File: config.mk
export PLATFORM = sky130hd
export DESIGN_NAME = pcie2fifo_rx
export DESIGN_NICKNAME = d
export VERILOG_FILES = /design/src/rtl/pcie2fifo_rx_pkg.sv /design/src/rtl/pcie2fifo_rx.sv
export SDC_FILE = /design/constraint.sdc
export NUM_CORES = 1
export LEC_CHECK = 0
export CORE_ASPECT_RATIO = 1.2
export CORE_MARGIN = 5
export CORE_UTILIZATION = 47
export DETAILED_ROUTE_END_ITERATION = 10
export GPL_TIMING_DRIVEN = 0
export PLACE_DENSITY_LB_ADDON = 0.25
export SYNTH_ARGS = -nofsm -noshare
export SYNTH_HDL_FRONTEND = slang
export SYNTH_SLANG_ARGS = --single-unit
File: constraint.sdc
create_clock -name pcie_clk -period 3.3 [get_ports pcie_clk]
set_input_delay 0.33 -clock pcie_clk [delete_from_list [all_inputs] [get_ports pcie_clk]]
set_output_delay 0.33 -clock pcie_clk [all_outputs]
set_load 0.03 [all_outputs]
File: src/rtl/pcie2fifo_rx_pkg.sv
// Shared types for the 64-bit PCIe RX stream and the TLP FIFO word it feeds.
// Also holds the RX framing FSM states and a saturating counter helper.
package pcie2fifo_rx_pkg;

  localparam int TDATA64_W         = 64;
  localparam int TKEEP64_W         = TDATA64_W / 8;
  localparam int TUSER64_RX_W      = 22;
  localparam int TUSER_ERR_FWD     = 1;
  localparam int MAX_BEATS_DEFAULT = 66;
  localparam int BEAT_CNT_W        = 7;

  typedef logic                    pcie_tready64_t;
  typedef logic                    pcie_tvalid64_t;
  typedef logic                    pcie_tlast64_t;
  typedef logic [TKEEP64_W-1:0]    pcie_tkeep64_t;
  typedef logic [TDATA64_W-1:0]    pcie_tdata64_t;
  typedef logic [TUSER64_RX_W-1:0] pcie_tuser64_rx_t;

  typedef struct packed {
    pcie_tvalid64_t   tvalid;
    pcie_tlast64_t    tlast;
    pcie_tkeep64_t    tkeep;
    pcie_tdata64_t    tdata;
    pcie_tuser64_rx_t tuser;
  } pcie_fifo64_rx_t;

  typedef enum logic [1:0] {
    IDLE,
    PASS,
    DROP
  } rx_state_e;

  function automatic logic [15:0] sat_inc16(input logic [15:0] value);
    return (value == 16'hFFFF) ? value : value + 16'd1;
  endfunction

endpackage

File: src/rtl/pcie2fifo_rx.sv
// Moves TLPs from the PCIe core RX AXI-stream into the TLP FIFO one beat per cycle,
// discarding poisoned TLPs and cutting oversize ones so every FIFO packet ends in tlast.
module pcie2fifo_rx
  import pcie2fifo_rx_pkg::*;
#(
  parameter int C_DATA_WIDTH = 64,
  parameter int KEEP_WIDTH   = C_DATA_WIDTH / 8,
  parameter int MAX_BEATS    = MAX_BEATS_DEFAULT,
  parameter bit DROP_ERR     = 1'b1
) (
  input  logic                    pcie_clk,
  input  logic                    pcie_rst,
  output logic                    pcie_tready,
  input  logic                    pcie_tvalid,
  input  logic                    pcie_tlast,
  input  logic [KEEP_WIDTH-1:0]   pcie_tkeep,
  input  logic [C_DATA_WIDTH-1:0] pcie_tdata,
  input  logic [TUSER64_RX_W-1:0] pcie_tuser,
  output logic                    wr_en,
  output pcie_fifo64_rx_t         din,
  input  logic                    prog_full,
  output logic [7:0]              wr_pktcount,
  output logic                    pkt_done,
  output logic [15:0]             drop_count,
  output logic [15:0]             trunc_count
);

  localparam logic [BEAT_CNT_W-1:0] LAST_CNT = BEAT_CNT_W'(MAX_BEATS - 1);

  rx_state_e               state_q, state_d;
  logic [BEAT_CNT_W-1:0]   beat_cnt_q, beat_cnt_d;
  logic                    wr_en_q, wr_en_d;
  pcie_fifo64_rx_t         din_q, din_d;
  logic                    pkt_done_q, pkt_done_d;
  logic [7:0]              wr_pktcount_q, wr_pktcount_d;
  logic [15:0]             drop_count_q, drop_count_d;
  logic [15:0]             trunc_count_q, trunc_count_d;

  logic                    accept;
  logic                    poisoned;
  pcie_fifo64_rx_t         beat;

  // DROP swallows beats regardless of FIFO level since nothing is written there.
  assign pcie_tready = !pcie_rst && ((state_q == DROP) || !prog_full);
  assign accept      = pcie_tvalid && pcie_tready;
  assign poisoned    = DROP_ERR && pcie_tuser[TUSER_ERR_FWD];

  always_comb begin
    beat        = '0;
    beat.tvalid = 1'b1;
    beat.tlast  = pcie_tlast;
    beat.tkeep  = pcie_tkeep;
    beat.tdata  = pcie_tdata;
    beat.tuser  = pcie_tuser;
  end

  always_comb begin
    state_d       = state_q;
    beat_cnt_d    = beat_cnt_q;
    wr_en_d       = 1'b0;
    din_d         = din_q;
    pkt_done_d    = 1'b0;
    wr_pktcount_d = wr_pktcount_q;
    drop_count_d  = drop_count_q;
    trunc_count_d = trunc_count_q;

    if (accept) begin
      unique case (state_q)
        IDLE: begin
          if (poisoned) begin
            drop_count_d = sat_inc16(drop_count_q);
            if (!pcie_tlast) state_d = DROP;
          end else begin
            wr_en_d = 1'b1;
            din_d   = beat;
            if (pcie_tlast) begin
              wr_pktcount_d = wr_pktcount_q + 8'd1;
              pkt_done_d    = 1'b1;
            end else begin
              state_d    = PASS;
              beat_cnt_d = BEAT_CNT_W'(1);
            end
          end
        end
        PASS: begin
          wr_en_d    = 1'b1;
          din_d      = beat;
          beat_cnt_d = beat_cnt_q + BEAT_CNT_W'(1);
          if (pcie_tlast) begin
            wr_pktcount_d = wr_pktcount_q + 8'd1;
            pkt_done_d    = 1'b1;
            state_d       = IDLE;
          end else if (beat_cnt_q == LAST_CNT) begin
            // Close the FIFO packet here and discard the rest of the TLP.
            din_d.tlast   = 1'b1;
            wr_pktcount_d = wr_pktcount_q + 8'd1;
            pkt_done_d    = 1'b1;
            trunc_count_d = sat_inc16(trunc_count_q);
            state_d       = DROP;
          end
        end
        DROP: begin
          if (pcie_tlast) state_d = IDLE;
        end
        default: state_d = IDLE;
      endcase
    end
  end

  always_ff @(posedge pcie_clk) begin
    if (pcie_rst) begin
      state_q       <= IDLE;
      beat_cnt_q    <= '0;
      wr_en_q       <= 1'b0;
      din_q         <= '0;
      pkt_done_q    <= 1'b0;
      wr_pktcount_q <= '0;
      drop_count_q  <= '0;
      trunc_count_q <= '0;
    end else begin
      state_q       <= state_d;
      beat_cnt_q    <= beat_cnt_d;
      wr_en_q       <= wr_en_d;
      din_q         <= din_d;
      pkt_done_q    <= pkt_done_d;
      wr_pktcount_q <= wr_pktcount_d;
      drop_count_q  <= drop_count_d;
      trunc_count_q <= trunc_count_d;
    end
  end

  assign wr_en       = wr_en_q;
  assign din         = din_q;
  assign pkt_done    = pkt_done_q;
  assign wr_pktcount = wr_pktcount_q;
  assign drop_count  = drop_count_q;
  assign trunc_count = trunc_count_q;

endmodule

==> results.txt, run 1 <==
Critical Path Sink Type - output port
Clock slew at reported path FFs - 60 ps
Switching Fraction - 0.2378
Hpwl dp - 14760 um
Register area - 2943 um^2
DRT antenna net count - 0
Worst skew pair latency - 410 ps
Final hold violation count - 0
Post-layout util - 0.7238
Htree depth - 4
Initial antenna violation count - 0
Post-route DRC - 0
Synth top area share - 0.4862
Reg-to-Reg End - trunc_count[13]
Core Region - 12670 um^2
Ys async rst share - 0
CP Class - input port to output port
Cell taking the most area after synthesis - dfxtp_1
WHS Path Cells - 3
Total congestion overflow - 0
Clock Tree Buf Depth - 2
Initial Util - 0.4778
Area growth syn-to-layout - 51.47%
Slew Limit Fails - 0
Placer Congestion - 0.9127
Row count - 45
Slew at the pin closest to its max-slew limit - 768.8 ps
Worst Hold Endpoint - state_q[0]
Final worst slack - 264.5 ps
Setup violators final - 0
EDFF count, synth - 0
DRT iter0 DRCs - 329
Flops & latches, synth - 147
Peak Freq - 0.3294 GHz
Max IR drop VDD - 327.1 uV
Gate Count Post-Synth - 739
WL final - 19580 um
Synth area leaders - dfxtp_1, nand2_1, a21oi_1
M3 GR Usage - 0.09431
Cell variety after synth - 50
Pre-CTS setup slack - -120.0 ps
Die Ht - 134.3 um
Root Driver - clkbuf_16
Port Buffers - 235
Worst Path Required - 2970 ps
Vias in the first global route - 5842
Horiz. Die Dim - 113.6 um
Hold-fix buffers, CTS - 0
Final Total Pwr - 3988 uW
CTS buffer count - 17
First-pass iteration count of the detailed router - 5
Slew margin rel. - 0.4828
Synthesized area - 6053 um^2
Outcome - finished, final reports clean
Hold Crit Class - input port to flip-flop
Crit start category - input port
Grt met1 use - 0.2711
Critical Path Fanout Max - 10
Hold Startpoint - pcie_tlast
Multi-input gate area - 2878 um^2
Mean Syn Cell Area - 8.191 um^2
Setup TNS - 0 ps
Crit path DAT - 2710 ps
Top-count cell post-synth - nand2_1
Setup repair after global routing missed its margin - false
Cells on worst reg2reg path - 6
FF-to-FF setup slack - 1090 ps
Period minus WS final - 3035 ps
Via/cell ratio - 5.444
Combinational share of power - 0.092
Crit share post-route - 0.9198
GR Util met2 - 0.4335
Layout Skew - 8.641 ps
Maxcap violations - 0
First-pass GRT wire length - 30160 um
Part of the power in registers - 0.456
Synth Flop Type - dfxtp_1
CTS tree - done
Synth warn - 0
Syn nets - 843
Int Pwr - 3040 uW
I/O pins - 238
CTS Sinks - 147
FILL cells - 1018
R2r startpoint - trunc_count[0]
LEAKAGE - 0.003033 uW
Vias - 6369
Sequential fraction of the synthesis area - 0.4862
# Post-CTS Setup Buffers - 0
Share of post-route cells with drive strength above 1 - 0.05964
Clock Power Share - 0.453
Pwr per Cell Area - 435.0 nW/um^2
Commonest cells in the netlist - nand2_1, dfxtp_1, a21oi_1
Switching power - 948.3 uW
Die Footprint - 15260 um^2
Antenna diodes - 0
Largest net degree at the start of global routing - 17
Total track usage - 0.2484
GR peak layer - met2
Per-cell routed wire length - 16.73 um
Nets@finish - 1097
## state kept, by name, summed over array words and instances, names as in the netlist
signal       flops
wr_en            1
drop_count      16
beat_cnt_q       7
state_q          2
trunc_count     16
pkt_done         1
din             96
wr_pktcount      8
## metal layers
| layer | wire length (um) | vias up |
|---|---|---|
| li1 | - | 3126 |
| met1 | 7328 | 2990 |
| met2 | 10110 | 216 |
| met3 | 1607 | 37 |
| met4 | 535 | 0 |
| met5 | 0 | - |
## cells in the final DEF (no fill, tap or decap), types with 3 or more instances in the layout
cell / count
a21oi_1: 127
and4_1: 9
buf_2: 9
clkbuf_1: 38
clkbuf_16: 17
clkdlybuf4s50_1: 235
clkinv_2: 4
clkinv_4: 4
dfxtp_1: 147
ha_1: 5
inv_1: 7
mux2_2: 8
nand2_1: 201
nand2b_1: 4
nand3_1: 18
nand4_1: 15
nor2_1: 20
nor2b_1: 9
nor3_1: 5
nor3b_1: 3
nor4_1: 9
o21ai_0: 12
o311ai_0: 5
o31ai_1: 15
o41ai_1: 9
or3_1: 11
or4_1: 19
## stage by stage
step | hold WS [ps] | instances | instance area, um^2
2_1_floorplan | 458.7 | 739 | 6053
3_3_place_gp | 440.4 | 1138 | 8611
3_5_place_dp | 445.8 | 1138 | 8611
4_1_cts | 317.6 | 1170 | 9168
5_1_grt | 354.2 | 1170 | 9169
6_report | 350.0 | 1170 | 9169
## worst max-delay path: stages
cell	delay (ps)
clkdlybuf4s50_1	640
clkbuf_1	420
clkbuf_2	310
buf_2	290
a21oi_1	100
clkdlybuf4s50_1	610
## layout make-up
type,count,share of cell area
timing repair buffer,235,0.2566
tap,164,0.02238
multi-input combinational,535,0.3139
clock inverter,12,0.01187
clock buffer,20,0.04872
sequential,147,0.3210
inverter,8,0.003275
buffer,49,0.02238
## logic make-up (layout without fill, tap and decap cells)
group                    after synthesis  after routing  share of synthesized area
AO/OA/AOI/OAI                        178            178                     0.1672
XOR/XNOR                               3              3                   0.004341
adder cells (fa/ha/maj)                5              5                    0.01033
buffers and inverters                 57            324                    0.03845
flip-flops                           147            147                     0.4862
multiplexers                           8              8                    0.01488
AND/OR/NAND/NOR                      341            341                     0.2786
## worst max-delay path by stage
stage / startpoint / to / slack [ps] / cells after the start
after CTS: pcie_rst / pcie_tready / 100 / 6
after global placement: pcie_rst / pcie_tready / -100 / 6
after global routing: pcie_rst / pcie_tready / 120 / 6
after detailed placement: pcie_rst / pcie_tready / -120 / 6
after floorplan: drop_count[0] / drop_count[10] / 1190 / 6
final: pcie_rst / pcie_tready / 260 / 6
## power by group through the flow
| stage | clock network (uW) | logic, uW | registers [uW] |
|---|---|---|---|
| final | 1810 | 365 | 1820 |
| after global routing | 1920 | 390 | 1820 |
| after CTS | 1840 | 367 | 1820 |
| after detailed placement | 0 | 364 | 1860 |
| after global placement | 0 | 362 | 1860 |
| after floorplan | 0 | 99.9 | 1910 |
## what timing repair did
action / CTS / global route
cloned: 0 / 0
endpoints found under the setup margin: 1 / 1
resized for setup: 1 / 2
hold endpoints to repair: 0 / 0
(Power assumes the default switching activity.)
==> inputs of run 2 (changes only) <==
Settings changed: CORE_MARGIN 5 to not set.
==> run 2 against run 1 <==
Critical path depth stayed put. Sequential power about the same. Fmax shrank 1.1%. Die area down 13%. Combinational power hardly changed. Worst setup slack got worse by 33 ps. Global-route usage increased by 3.9 points. Wire length shrank 2.9%. Highest routed layer unchanged. Power rose by 8.6%.
==> results.txt, run 2 (synthesis gave the netlist of run 1 again) <==
Placer Congestion - 0.8523
Via/cell ratio - 5.444
Per-cell routed wire length - 16.24 um
Max IR drop VDD - 347.6 uV
Hpwl dp - 13920 um
Horiz. Die Dim - 105.6 um
Die Ht - 126.3 um
Antenna diodes - 0
Initial antenna violation count - 0
Area growth syn-to-layout - 53.25%
Crit path DAT - 2740 ps
Period minus WS final - 3069 ps
Commonest non-fill, non-tap cell in the layout - clkdlybuf4s50_1
DRT antenna net count - 0
Max layer used - met4
Critical Path Sink Type - output port
Sum of buffers and inverters on the critical path - 5
Outcome - finished, final reports clean
Critical Path Fanout Max - 10
Most frequent cells in the layout - clkdlybuf4s50_1, nand2_1, dfxtp_1, a21oi_1, clkbuf_1
Hold_ws - 322.4 ps
Initial Util - 0.4800
Met3 Wirelength - 1320 um
Number of flip-flops under the largest register name - 96
Metal-1 WL - 7437 um
Largest net degree at the start of global routing - 17
Htree depth - 4
Multi-input gate area - 2878 um^2
Final hold violation count - 0
Core Region - 12610 um^2
Total track usage - 0.2871
FF-to-FF setup slack - 910 ps
CTS tree - done
Setup TNS - 0 ps
Pwr per Cell Area - 466.9 nW/um^2
Hold-fix buffers, CTS - 0
LEAKAGE - 0.003084 uW
Clock Tree Buf Depth - 2
Layout Skew - 10.92 ps
Crit path cell chain - clkdlybuf4s50_1 > clkbuf_2 > clkbuf_1 > clkbuf_2 > a21oi_1 > clkdlybuf4s50_1
CTS Sinks - 147
Post-layout util - 0.7355
Root Driver - clkbuf_16
FILL cells - 976
Share of post-route cells with drive strength above 1 - 0.06163
Crit start category - input port
Worst skew pair latency - 420 ps
Post-route DRC - 0
Row count - 45
Vias in the first global route - 5969
Setup repair after global routing missed its margin - false
DRT iter0 DRCs - 227
CTS buffer count - 17
Hold Crit Class - input port to flip-flop
Register area - 2943 um^2
Peak Freq - 0.3259 GHz
DP Area - 8611 um^2
Slew margin rel. - 0.4573
Largest delay share family, worst path - buffers and inverters
First-pass GRT wire length - 29920 um
First-pass iteration count of the detailed router - 5
Final Cell Area - 9276 um^2
Max stage delay on crit path - 650 ps
Crit share post-route - 0.9299
Crit-path slowest cell - clkdlybuf4s50_1
Setup violators final - 0
Slew at the pin closest to its max-slew limit - 806.7 ps
Clock slew at reported path FFs - 60 ps
I/O pins - 238
Worst Path Required - 2970 ps
Nets@finish - 1097
# Post-CTS Setup Buffers - 0
Maxcap violations - 0
CP Class - input port to output port
WL final - 19000 um
Die Footprint - 13340 um^2
Port Buffers - 235
Routed wl met2 - 9662 um
Slew Limit Fails - 0
Total congestion overflow - 0
Vias - 6369
run 2: final cells by class:
cell class              instances  area share
flip-flops and latches        147      0.3172
multi-input cells             535      0.3102
repair buffers                235      0.2536
clock buffers                  18     0.04734
clock inverters                14     0.02414
plain buffers                  49     0.02212
well taps                     164     0.02212
inverters                       8    0.003237
run 2: what timing repair did:
item	in CTS	in global routing
pin swaps	0	0
resized for setup	1	1
setup endpoints to repair	1	1
run 2: power by group:
group / internal, uW / switching, uW
combinational: 180 / 185
sequential: 1800 / 15.6
clock: 1370 / 776
run 2: path summary, 6_finish.rpt:
kind / start / to / cells past startpoint
worst max-delay path: pcie_rst / pcie_tready / 6
worst min-delay path: pcie_tlast / state_q[1] / 3
worst max register to register: state_q[1] / drop_count[3] / 6
worst min register to register: din[50] / din[50] / 2
run 2: worst reg2reg max path: stages (launching register included):
cell and delay [ps]:
dfxtp_1 340, clkbuf_1 220, nor3b_1 470, nand2_1 320, clkbuf_1 320, o311ai_0 460
o41ai_1 140
run 2: layer usage:
layer | track usage | vias to the layer above
met3 | 0.09198 | 42
li1 | - | 3124
met4 | 0.1225 | 0
met1 | 0.3147 | 2967
met2 | 0.5089 | 236
met5 | 0 | -
run 2: through the flow:
step	setup WS (ps)	cells	power [uW]
6_report	231.4	1170	4331
5_1_grt	115.9	1170	4467
4_1_cts	63.75	1170	4352
3_5_place_dp	-104.0	1138	2219
3_3_place_gp	-64.93	1138	2216
2_1_floorplan	1194	739	2008
